**config.mk**
```make
export PLATFORM = sky130hd
export DESIGN_NAME = fetch_stage_unit
export DESIGN_NICKNAME = d
export VERILOG_FILES = /design/src/rtl/fetch_stage_unit.sv
export SDC_FILE = /design/constraint.sdc
export NUM_CORES = 1
export LEC_CHECK = 0
export ABC_AREA = 1
export BUFFER_PORTS_ARGS = -buffer_cell sky130_fd_sc_hd__buf_2
export CORE_MARGIN = 5
export CORE_UTILIZATION = 56
export CTS_CLUSTER_DIAMETER = 100
export DETAILED_ROUTE_END_ITERATION = 10
export PLACE_DENSITY = 0.95
export SLEW_MARGIN = 5
export SYNTH_ARGS = -nofsm -noshare
export SYNTH_HDL_FRONTEND = slang
export SYNTH_SLANG_ARGS = --single-unit
export TNS_END_PERCENT = 1
```
**constraint.sdc**
```tcl
create_clock -name clk -period 7.7 [get_ports clk]
set_clock_uncertainty 0.15 [all_clocks]
set_input_delay 1.155 -clock clk [delete_from_list [all_inputs] [get_ports clk]]
set_output_delay 1.155 -clock clk [all_outputs]
set_load 0.01 [all_outputs]
```
**src/rtl/fetch_stage_unit.sv**
```systemverilog
// Fetch stage: owns PCF, keeps one instruction read in flight to a variable-latency
// memory, and fills the IF/ID register, discarding responses made stale by redirects.
module fetch_stage_unit #(
  parameter logic [31:0] RESET_PC  = 32'h0000_0000,
  parameter logic [31:0] NOP_INSTR = 32'h0000_0013
) (
  input  logic        clk,
  input  logic        rst,
  input  logic        StallF,
  input  logic        StallD,
  input  logic        FlushD,
  input  logic        PCSrcE,
  input  logic [31:0] PCTargetE,
  output logic        IMemReq,
  output logic [31:0] IMemAddr,
  input  logic        IMemGnt,
  input  logic        IMemRValid,
  input  logic [31:0] IMemRData,
  output logic [31:0] InstrD,
  output logic [31:0] PCD,
  output logic [31:0] PCPlus4D,
  output logic        ValidD,
  output logic        FetchBusy
);

  typedef enum logic [1:0] {
    REQ  = 2'd0,
    WAIT = 2'd1,
    HOLD = 2'd2,
    DROP = 2'd3
  } fetchState_e;

  fetchState_e state;
  logic [31:0] pcF;
  logic [31:0] bufData;

  logic        grantTaken;
  logic        deliverNow;
  logic        captureNow;
  logic [31:0] deliverData;
  logic [31:0] pcPlus4F;

  assign IMemReq    = (state == REQ) && !StallF;
  assign IMemAddr   = pcF;
  assign grantTaken = IMemReq && IMemGnt;
  assign pcPlus4F   = pcF + 32'd4;

  // A response or buffered word reaches Decode only when no redirect and no stall.
  assign deliverNow  = !PCSrcE && !StallD &&
                       (((state == WAIT) && IMemRValid) || (state == HOLD));
  assign captureNow  = (state == WAIT) && IMemRValid && !PCSrcE && StallD;
  assign deliverData = (state == HOLD) ? bufData : IMemRData;
  assign FetchBusy   = !(((state == WAIT) && IMemRValid && !PCSrcE) || (state == HOLD));

  // NOTE: all clocked state uses non-blocking (<=) assignments so every register
  // samples pre-edge values regardless of the order the blocks are evaluated.
  always_ff @(posedge clk) begin
    if (rst) begin
      pcF <= RESET_PC;
      // A request still in flight at reset must have its response swallowed.
      if ((state == WAIT) || (state == DROP))
        state <= IMemRValid ? REQ : DROP;
      else if (grantTaken)
        state <= DROP;
      else
        state <= REQ;
    end else begin
      if (PCSrcE)
        pcF <= PCTargetE;
      else if (deliverNow)
        pcF <= pcPlus4F;

      unique case (state)
        REQ: begin
          if (grantTaken)
            state <= PCSrcE ? DROP : WAIT;
        end
        WAIT: begin
          if (IMemRValid) begin
            if (PCSrcE || !StallD)
              state <= REQ;
            else
              state <= HOLD;
          end else if (PCSrcE) begin
            state <= DROP;
          end
        end
        HOLD: begin
          if (PCSrcE || !StallD)
            state <= REQ;
        end
        DROP: begin
          if (IMemRValid)
            state <= REQ;
        end
        default: state <= REQ;
      endcase
    end
  end

  // NOTE: the skid buffer is pure datapath; its contents only matter in HOLD,
  // which is entered solely by writing it, so it carries no reset.
  always_ff @(posedge clk) begin
    if (captureNow)
      bufData <= IMemRData;
  end

  always_ff @(posedge clk) begin
    if (rst || FlushD) begin
      InstrD   <= NOP_INSTR;
      PCD      <= 32'd0;
      PCPlus4D <= 32'd0;
      ValidD   <= 1'b0;
    end else if (StallD) begin
      InstrD   <= InstrD;
      PCD      <= PCD;
      PCPlus4D <= PCPlus4D;
      ValidD   <= ValidD;
    end else if (deliverNow) begin
      InstrD   <= deliverData;
      PCD      <= pcF;
      PCPlus4D <= pcPlus4F;
      ValidD   <= 1'b1;
    end else begin
      InstrD   <= NOP_INSTR;
      PCD      <= 32'd0;
      PCPlus4D <= 32'd0;
      ValidD   <= 1'b0;
    end
  end

endmodule

```
======== Yosys cells after proc, flatten, opt, wreduce, memory -nomap -nowiden ========
Index checks and enable logic that the tools add are counted.
W data, S select, Z words.
cells by class
  add/subtract/negate cells ............... 1
  multipliers ............................. 0
  div/mod/pow operators ................... 0
  $lt $le $gt $ge ......................... 0
  equality and inequality tests ........... 7
  shifts and indexed selects .............. 0
  mux-type cells .......................... 19
  bitwise gates (word level) .............. 0
  reductions and logical operators ........ 19
operators by type and width
  operator                 count
  $mux W32                 6
  $add A32 B3 Y32 const B  1
  $mux W2                  11
  $pmux W2 S4              1
  $logic_and A1 B1 Y1      7
  $ne A3 B3 Y1 const B     2
  $logic_or A1 B1 Y1       5
  $eq A2 B2 Y1 const B     2
  $logic_not A1 Y1         4
  $ne A4 B4 Y1 const B     1
  $reduce_and A4 Y1        1
  $ne A3 B2 Y1 const B     1
  $eq A2 B1 Y1 const B     1
  $logic_not A2 Y1         1
  $reduce_bool A2 Y1       1
  $mux W1                  1
storage, ports and cells
  register bits after elaboration ......... 163
  bits in latches ......................... 0
  memory bits (writable) .................. 0
  bits in read-only memories .............. 0
  bits of input ports ..................... 72
  output and inout port bits .............. 131
  word-level logic and storage cells ...... 53
  memories kept ........................... 0

======== Logic depth before layout (Yosys ltp) ========
Gate-level depths: netlist (run 1).
  depth after elaboration ................. 6
  mapped depth ............................ 11
  mapped depth without buffers ............ 10

======== Least setup slack after synthesis (run 1) ========
No wires, ideal clock.
  kind .................................... input -> register
  start ................................... in PCSrcE
  end ..................................... reg bufData[0], enable pin
  library setup time ...................... 0.421 ns
  arrival ................................. 2.836 ns
  required time ........................... 7.129 ns
  slack ................................... 4.293 ns
  stages on the path ...................... 4
  path buffers ............................ 1
  cell sequence ........................... buf_2 nor2_1 inv_1 nor2_1
on the way
  longest elaborated chain between the ends .. 3
RTL lines
  item                              RTL line  source
  start, declared                   12        input logic PCSrcE,
  $logic_not A1 Y1                  51        assign captureNow = (state == WAIT) && IMemRValid && !PCSrcE && StallD;
  $logic_and A1 B1 Y1 (2 in a row)  51
  named net captureNow              39        logic captureNow;
  end signal, assigned              105       bufData <= IMemRData;
  end, declared                     35        logic [31:0] bufData;
The timed path passes the listed nets, and every way through them passes these cells.
A chain may end at the register's enable or synchronous reset.

======== Worst setup path in the final report (run 1) ========
  start ................................... reg state[1]
  end ..................................... out FetchBusy
on the way
  longest elaborated chain between the ends .. 5
  elaborated cells between the ends (all ways) .. 6
  classes of those cells .................. eq/ne: 2; reduce/logical: 4
RTL lines
  item                              RTL line  source
  start, declared                   33        fetchState_e state;
  start signal, assigned            62        state <= IMemRValid ? REQ : DROP;
  start signal, assigned            76        state <= PCSrcE ? DROP : WAIT;
  $eq A2 B1 Y1                      53        assign FetchBusy = !(((state == WAIT) && IMemRValid && !PCSrcE) || (state == HOLD));
  $logic_and A1 B1 Y1 (2 in a row)  53
  $logic_or A1 B1 Y1 *              53
  $logic_not A1 Y1 *                53
  end, declared                     23        output logic FetchBusy
Every way passes the cells marked *; elsewhere a longest branch is shown, timed or not.

==> run metrics, run 1 <==
routed vias=about 6800; post-route ant nets=0; slew margin rel.=0.281; number of top-level pins=about 200; cts hold-fix bufs=0; routed vias/inst=approximately 5.2; Switching Share=0.286; max-cap viol count=0; routability cong.=between 0.8 and 0.9; Routed WL=roughly 19000 microns; nets=around 1200; sequential share of power=0.447; PostCTS Resize Cnt=0; Worst Path Buf+Inv=2; Gate power share=0.163; post-synthesis sequential area ratio=0.515; r2r setup slk=about 4700 ps; share of layout cells above drive strength 1=0.233; CTS buffer count=17; RSZ-0062 raised after global routing=false; initial antenna violation count=0; DP HPWL=between 10000 and 15000 microns; # H-tree levels=4; Power Total=roughly 2.1 mW; Post-Synthesis Cell Area=0.00692 sq mm; Avg Inst Size Synth=approximately 7.5 sq um; post-synth cell types=32; worst-margin pin slew=~1100 ps; clk sinks=161; Cell Int Power=1.50 mW; CP max stage delay=about 700 ps; clock power share=0.390; Post-CTS Setup Repair Bufs=0; worst-skew pair later-pin latency=roughly 420 ps; Worst Setup End Kind=output pin; Post-synth EDFFs=34; TritonCTS clock tree=built; Synth-to-Final Area Change=22.9%; Antenna Cells=0; grt total ovfl=0; post-route minimum period=3990 ps; die area=roughly 0.015 sq mm; first-pass GRT wire length=slightly above 30000 microns; Starting Density=0.574; Clock transition at path regs=about 60 ps; final slew viol count=0; Placement Rows=40; Slowest-stage cell, CP=inv_1; Net Sw Power=between 500 and 600 uW; Cell Pwr Density=246 mW/mm^2; initial DRC count=539; Max Clock Freq=250 MHz; Top FF cell, synth=dfxtp_1; commonest non-fill, non-tap cells in the layout=403 x nand2_1, 201 x buf_2, 127 x dfxtp_1; period utilization=0.519; async set-reset flop share out of synthesis=0; status=completed; leakage power=around 3.8 nW; most common cell after layout, fill and taps aside=nand2_1; die width=between 100 and 150 microns; Bufs on Longest Clock Path=2; hold crit path type=flip-flop to flip-flop; CP arrival=2690 ps; die height=between 100 and 150 microns; synth warn=0; CP max FO=35; Worst path top cell family by delay=buffers and inverters; final setup vio count=0; Syn Nets=1002; setup TNS=0 ps; vias in the first global route=roughly 6300; crit path launch type=flip-flop; Buffers on Ports=approximately 200; routed len/inst=around 15 microns; Syn Inst Count=around 930; DRC=0; Core ar.=between 0.01 and 0.015 sq mm; Total GRT Usage=0.261; VDD IR max=0.000170 V; #FFs+latches synth=~160; pin count of the biggest net entering global routing=between 90 and 100; WP data required=6390 ps; router iterations before antenna repair=5; CP Cell Sequence=nand2_2 -> inv_1 -> a31oi_1 -> buf_2; Root Buffer=clkbuf_16; Final Core Density=0.705; critical setup path kind=flip-flop to output pin; Hold Vio Cnt, Final=0
[final timing paths]
path,start,endpoint,depth (start not counted)
max,state[1],FetchBusy,4
min,PCD[22],PCD[22],2
max reg2reg,state[0],PCPlus4D[20],8
min reg2reg,PCD[22],PCD[22],2
[kinds of logic after synthesis]
| logic type | count (synthesis) | share of synthesized area |
|---|---|---|
| and+or+nand+nor | 499 | 0.292 |
| DFF | 161 | 0.515 |
| AOI/OAI and AO/OA | 154 | 0.116 |
| buffers and inverters | 107 | 0.0671 |
| xor gates and xnor gates | 7 | 0.00886 |
| adders and majority gates | 1 | 0.00181 |
[state kept, by name, indices dropped and copies added (netlist names)]
name	cells
state	2
PCPlus4D	30
PCD	32
ValidD	1
IMemAddr	32
InstrD	32
bufData	32
[layer usage]
metal  up-vias  track usage  share of wire
met5         -            0              0
met4         0        0.105          0.023
met3        38       0.0634          0.090
met2       328        0.424           0.48
met1      3069        0.336           0.40
li1       3319            -              -
[through the flow]
step                      worst slack [ps]  hold WS, ps  instances  cell area (sq um)
after floorplan                       4290          331        929               6920
after global placement                4020          299       1255               7930
after detailed placement              3980          302       1255               7930
after CTS                             3680          311       1287               8500
after global routing                  3540          329       1287               8500
final                                 3710          310       1287               8500
[power groups by stage]
| stage | clock network [mW] | logic, mW | registers (mW) |
|---|---|---|---|
| floorplan | 0 | 0.233 | 0.955 |
| global placement | 0 | 0.329 | 0.951 |
| detailed placement | 0 | 0.337 | 0.953 |
| CTS | 0.825 | 0.341 | 0.935 |
| global route | 0.868 | 0.383 | 0.940 |
| finish | 0.816 | 0.341 | 0.936 |
[Yosys cell counts (5+ instances only)]
cell type  instances  area [sq um]
edfxtp_1          34          1020
nand2_2            5          31.3
dfxtp_1          127          2540
a21oi_1          112           561
buf_2              5          25.0
buf_4             11          82.6
clkbuf_1          28           105
inv_1             55           206
nor2_4             6          67.6
nor2_2             6          37.5
nor2_1            39           146
a31oi_1            8          50.1
o21ai_0           25           125
nand2_1          403          1510
inv_2              5          18.8
nand3_1           32           160
xor2_1             6          52.6
[worst reg2reg max path, delay by kind of cell, from the launching register on]
family	cells	cell delay (ps)
AOI/OAI and AO/OA	1	190
buffers and inverters	3	1160
DFF	1	400
and+or+nand+nor	4	1040
[cell type report]
cell class,instances,area [sq um]
Inverter,60,226
Fill cell,963,3560
Clock buffer,21,462
Clock inverter,11,110
Sequential cell,161,3560
Tap cell,168,210
Timing Repair Buffer,205,1040
Multi-Input combinational cell,661,2900
No activity file was read; power rests on OpenSTA's default activity.
==> run 2: changes to the inputs <==
ABC_AREA = 0   (was 1)
CORE_UTILIZATION = 52   (was 56)
PLACE_DENSITY = 0.9   (was 0.95)
clock period = 4 ns   (was 7.7 ns; I/O delays follow)
==> run metrics, run 2 <==
worst-margin pin slew=944 ps (was 1080 ps); Routed WL=19600 microns (was 19200 microns); Placed Area=0.00796 sq mm (was 0.00793 sq mm); Worst Path Buf+Inv=0 (was 2); CTS buffer count=17 (unchanged); routed vias/inst=5.64 (was 5.25); Cell Pwr Density=478 mW/mm^2 (was 246 mW/mm^2); period utilization=0.778; post-synth top area share=0.365 (was 0.367); post-route minimum period=about 3100 ps; die width=126 microns (was 121 microns); DP HPWL=13200 microns (about the same); Post-CTS Setup Repair Bufs=0 (unchanged); Synth area leader=dfxtp_1 (unchanged); RSZ-0062 raised after global routing=false (unchanged); routed len/inst=17.4 microns (was 14.9 microns); Worst Setup End Kind=flip-flop (was output pin); Cell Int Power=2.86 mW (was 1.50 mW); max-cap viol count=0 (unchanged); die area=0.0158 sq mm (was 0.0147 sq mm); # H-tree levels=4 (unchanged); nets=1008 (was 1179); setup TNS=0 ps (unchanged); top-count cell post-synth=dfxtp_1 (was nand2_1); clk sinks=161 (unchanged); cts hold-fix bufs=0 (unchanged); grt total ovfl=0 (unchanged); Inst Count DP=1092 (was 1255); Bufs on Longest Clock Path=2 (unchanged); async set-reset flop share out of synthesis=0 (unchanged); Max Clock Freq=roughly 320 MHz; Placement Rows=42 (was 40); Synth-to-Final Area Change=22.3% (was 22.9%); number of top-level pins=203 (unchanged); Hold Vio Cnt, Final=0 (unchanged); top sig layer=met5 (was met4); initial antenna violation count=2 (was 0); Switching Share=0.299 (was 0.286); final slew viol count=0 (unchanged); share of layout cells above drive strength 1=0.286 (was 0.233); sequential share of power=0.450 (was 0.447); Total GRT Usage=0.242 (was 0.261); leakage power=3.51 nW (was 3.76 nW); Root Buffer=clkbuf_16 (unchanged); PostCTS Resize Cnt=0 (unchanged); routed vias=6342 (was 6754); hold crit path type=primary input to flip-flop (was flip-flop to flip-flop); post-route ant nets=0 (unchanged); Clock transition at path regs=70 ps (was 60 ps); Syn Inst Count=768 (was 929); Top FF cell, synth=dfxtp_1 (unchanged); Gate power share=0.169 (was 0.163); die height=126 microns (was 121 microns); DRC=0 (unchanged); synth warn=0 (unchanged); Starting Density=0.529 (was 0.574); most common cell after layout, fill and taps aside=buf_2 (was nand2_1); vias in the first global route=6109 (was 6258); Post-Synthesis Cell Area=0.00697 sq mm (was 0.00692 sq mm); critical setup path kind=flip-flop to flip-flop (was flip-flop to output pin); Worst path top cell family by delay=simple AND/OR/NAND/NOR gates (was buffers and inverters); Net Sw Power=1.22 mW (was 598 uW); Syn Nets=841 (was 1002); pin count of the biggest net entering global routing=77 (was 95); router iterations before antenna repair=5 (unchanged); main area contributors after synthesis=dfxtp_1 36%, edfxtp_1 15%, nor2_1 6.4%, nand2_1 6.2%, a21oi_1 5.1% (was dfxtp_1 37%, nand2_1 22%, edfxtp_1 15%, a21oi_1 8.1%, inv_1 3.0%); Power Total=4.08 mW (was 2.09 mW); initial DRC count=535 (was 539); Post-synth top cells=127 x dfxtp_1, 118 x nor2_1, 115 x nand2_1 (was 403 x nand2_1, 127 x dfxtp_1, 112 x a21oi_1); Met2 Routed Length=9520 microns (was 9330 microns); Slowest-stage cell, CP=nor2_4 (was inv_1); slew margin rel.=0.370 (was 0.281); commonest non-fill, non-tap cells in the layout=202 x buf_2, 127 x dfxtp_1, 117 x nor2_1 (was 403 x nand2_1, 201 x buf_2, 127 x dfxtp_1); met3 wire len=1410 microns (was 1730 microns); post-synthesis sequential area ratio=0.511 (was 0.515); CP max FO=40 (was 35); crit path launch type=flip-flop (unchanged); WL met1=8230 microns (was 7740 microns); Post-synth EDFFs=34 (unchanged); WP data required=4180 ps (was 6390 ps); CP arrival=3300 ps (was 2690 ps); Core ar.=0.0132 sq mm (was 0.0121 sq mm); CP Cell Sequence=and3b_1 -> o21ai_4 -> nor2_4 -> nand2_1 -> o21ai_0 (was nand2_2 -> inv_1 -> a31oi_1 -> buf_2); CP max stage delay=750 ps (was 700 ps); first-pass GRT wire length=31200 microns (was 30400 microns); routability cong.=0.858 (was 0.867); Final Core Density=0.646 (was 0.705); Avg Inst Size Synth=9.08 sq um (was 7.45 sq um); worst-skew pair later-pin latency=420 ps (about the same); status=completed (unchanged); #FFs+latches synth=161 (unchanged); VDD IR max=0.000340 V (was 0.000170 V); post-synth cell types=64 (was 32); TritonCTS clock tree=built (unchanged); Final Non-Filler Cells=1125 (was 1287); clock power share=0.381 (was 0.390); final instance area=0.00853 sq mm (was 0.00850 sq mm); final setup vio count=0 (unchanged); Buffers on Ports=202 (unchanged)
run 2: layout make-up:
type / count / area, sq um
fill: 1084 / 4660
sequential: 161 / 3560
multi-input combinational: 540 / 3080
timing repair buffer: 211 / 1080
clock buffer: 20 / 457
tap: 176 / 220
clock inverter: 12 / 109
inverter: 4 / 15.0
antenna: 1 / 2.50
run 2: power groups by stage:
| stage | registers, mW | clock network, mW | logic, mW |
|---|---|---|---|
| floorplan | 1.84 | 0 | 0.507 |
| global placement | 1.86 | 0 | 0.672 |
| detailed placement | 1.87 | 0 | 0.685 |
| CTS | 1.83 | 1.57 | 0.692 |
| global route | 1.85 | 1.63 | 0.760 |
| finish | 1.83 | 1.55 | 0.691 |
run 2: worst register-to-register path, stage by stage (launching register included):
cell,delay [ps]
edfxtp_1,520
and3b_1,380
o21ai_4,190
nor2_4,750
nand2_1,690
o21ai_0,340
run 2: cell families (layout without fill, tap and decap cells):
logic type / Yosys count / in the layout / synth area share
adders and majority gates: 1 / 1 / 0.00179
AOI/OAI and AO/OA: 174 / 174 / 0.157
other: 0 / 1 / 0
buffers and inverters: 67 / 247 / 0.0483
muxes: 2 / 2 / 0.00287
xor gates and xnor gates: 53 / 53 / 0.0666
DFF: 161 / 161 / 0.511
and+or+nand+nor: 310 / 310 / 0.213
run 2: metrics by stage:
step	hold slack [ps]	worst slack, ps
2_1_floorplan	320	1420
3_3_place_gp	282	802
3_5_place_dp	289	770
4_1_cts	196	882
5_1_grt	197	611
6_report	215	887
run 2: worst paths after layout:
kind                                     from            to  slack (ps)  cells past startpoint
worst max register to register       state[1]  PCPlus4D[14]         890                      5
worst max-delay path                 state[1]  PCPlus4D[14]         890                      5
worst min-delay path            IMemRData[10]   bufData[10]         220                      1
worst min register to register   PCPlus4D[26]  PCPlus4D[26]         300                      2
run 2: routing by layer:
layer  global-route usage  vias to the layer above
met3               0.0669                       35
met4               0.0883                        2
met2                0.396                      252
li1                     -                     3005
met1                0.307                     3048
met5                    0                        -
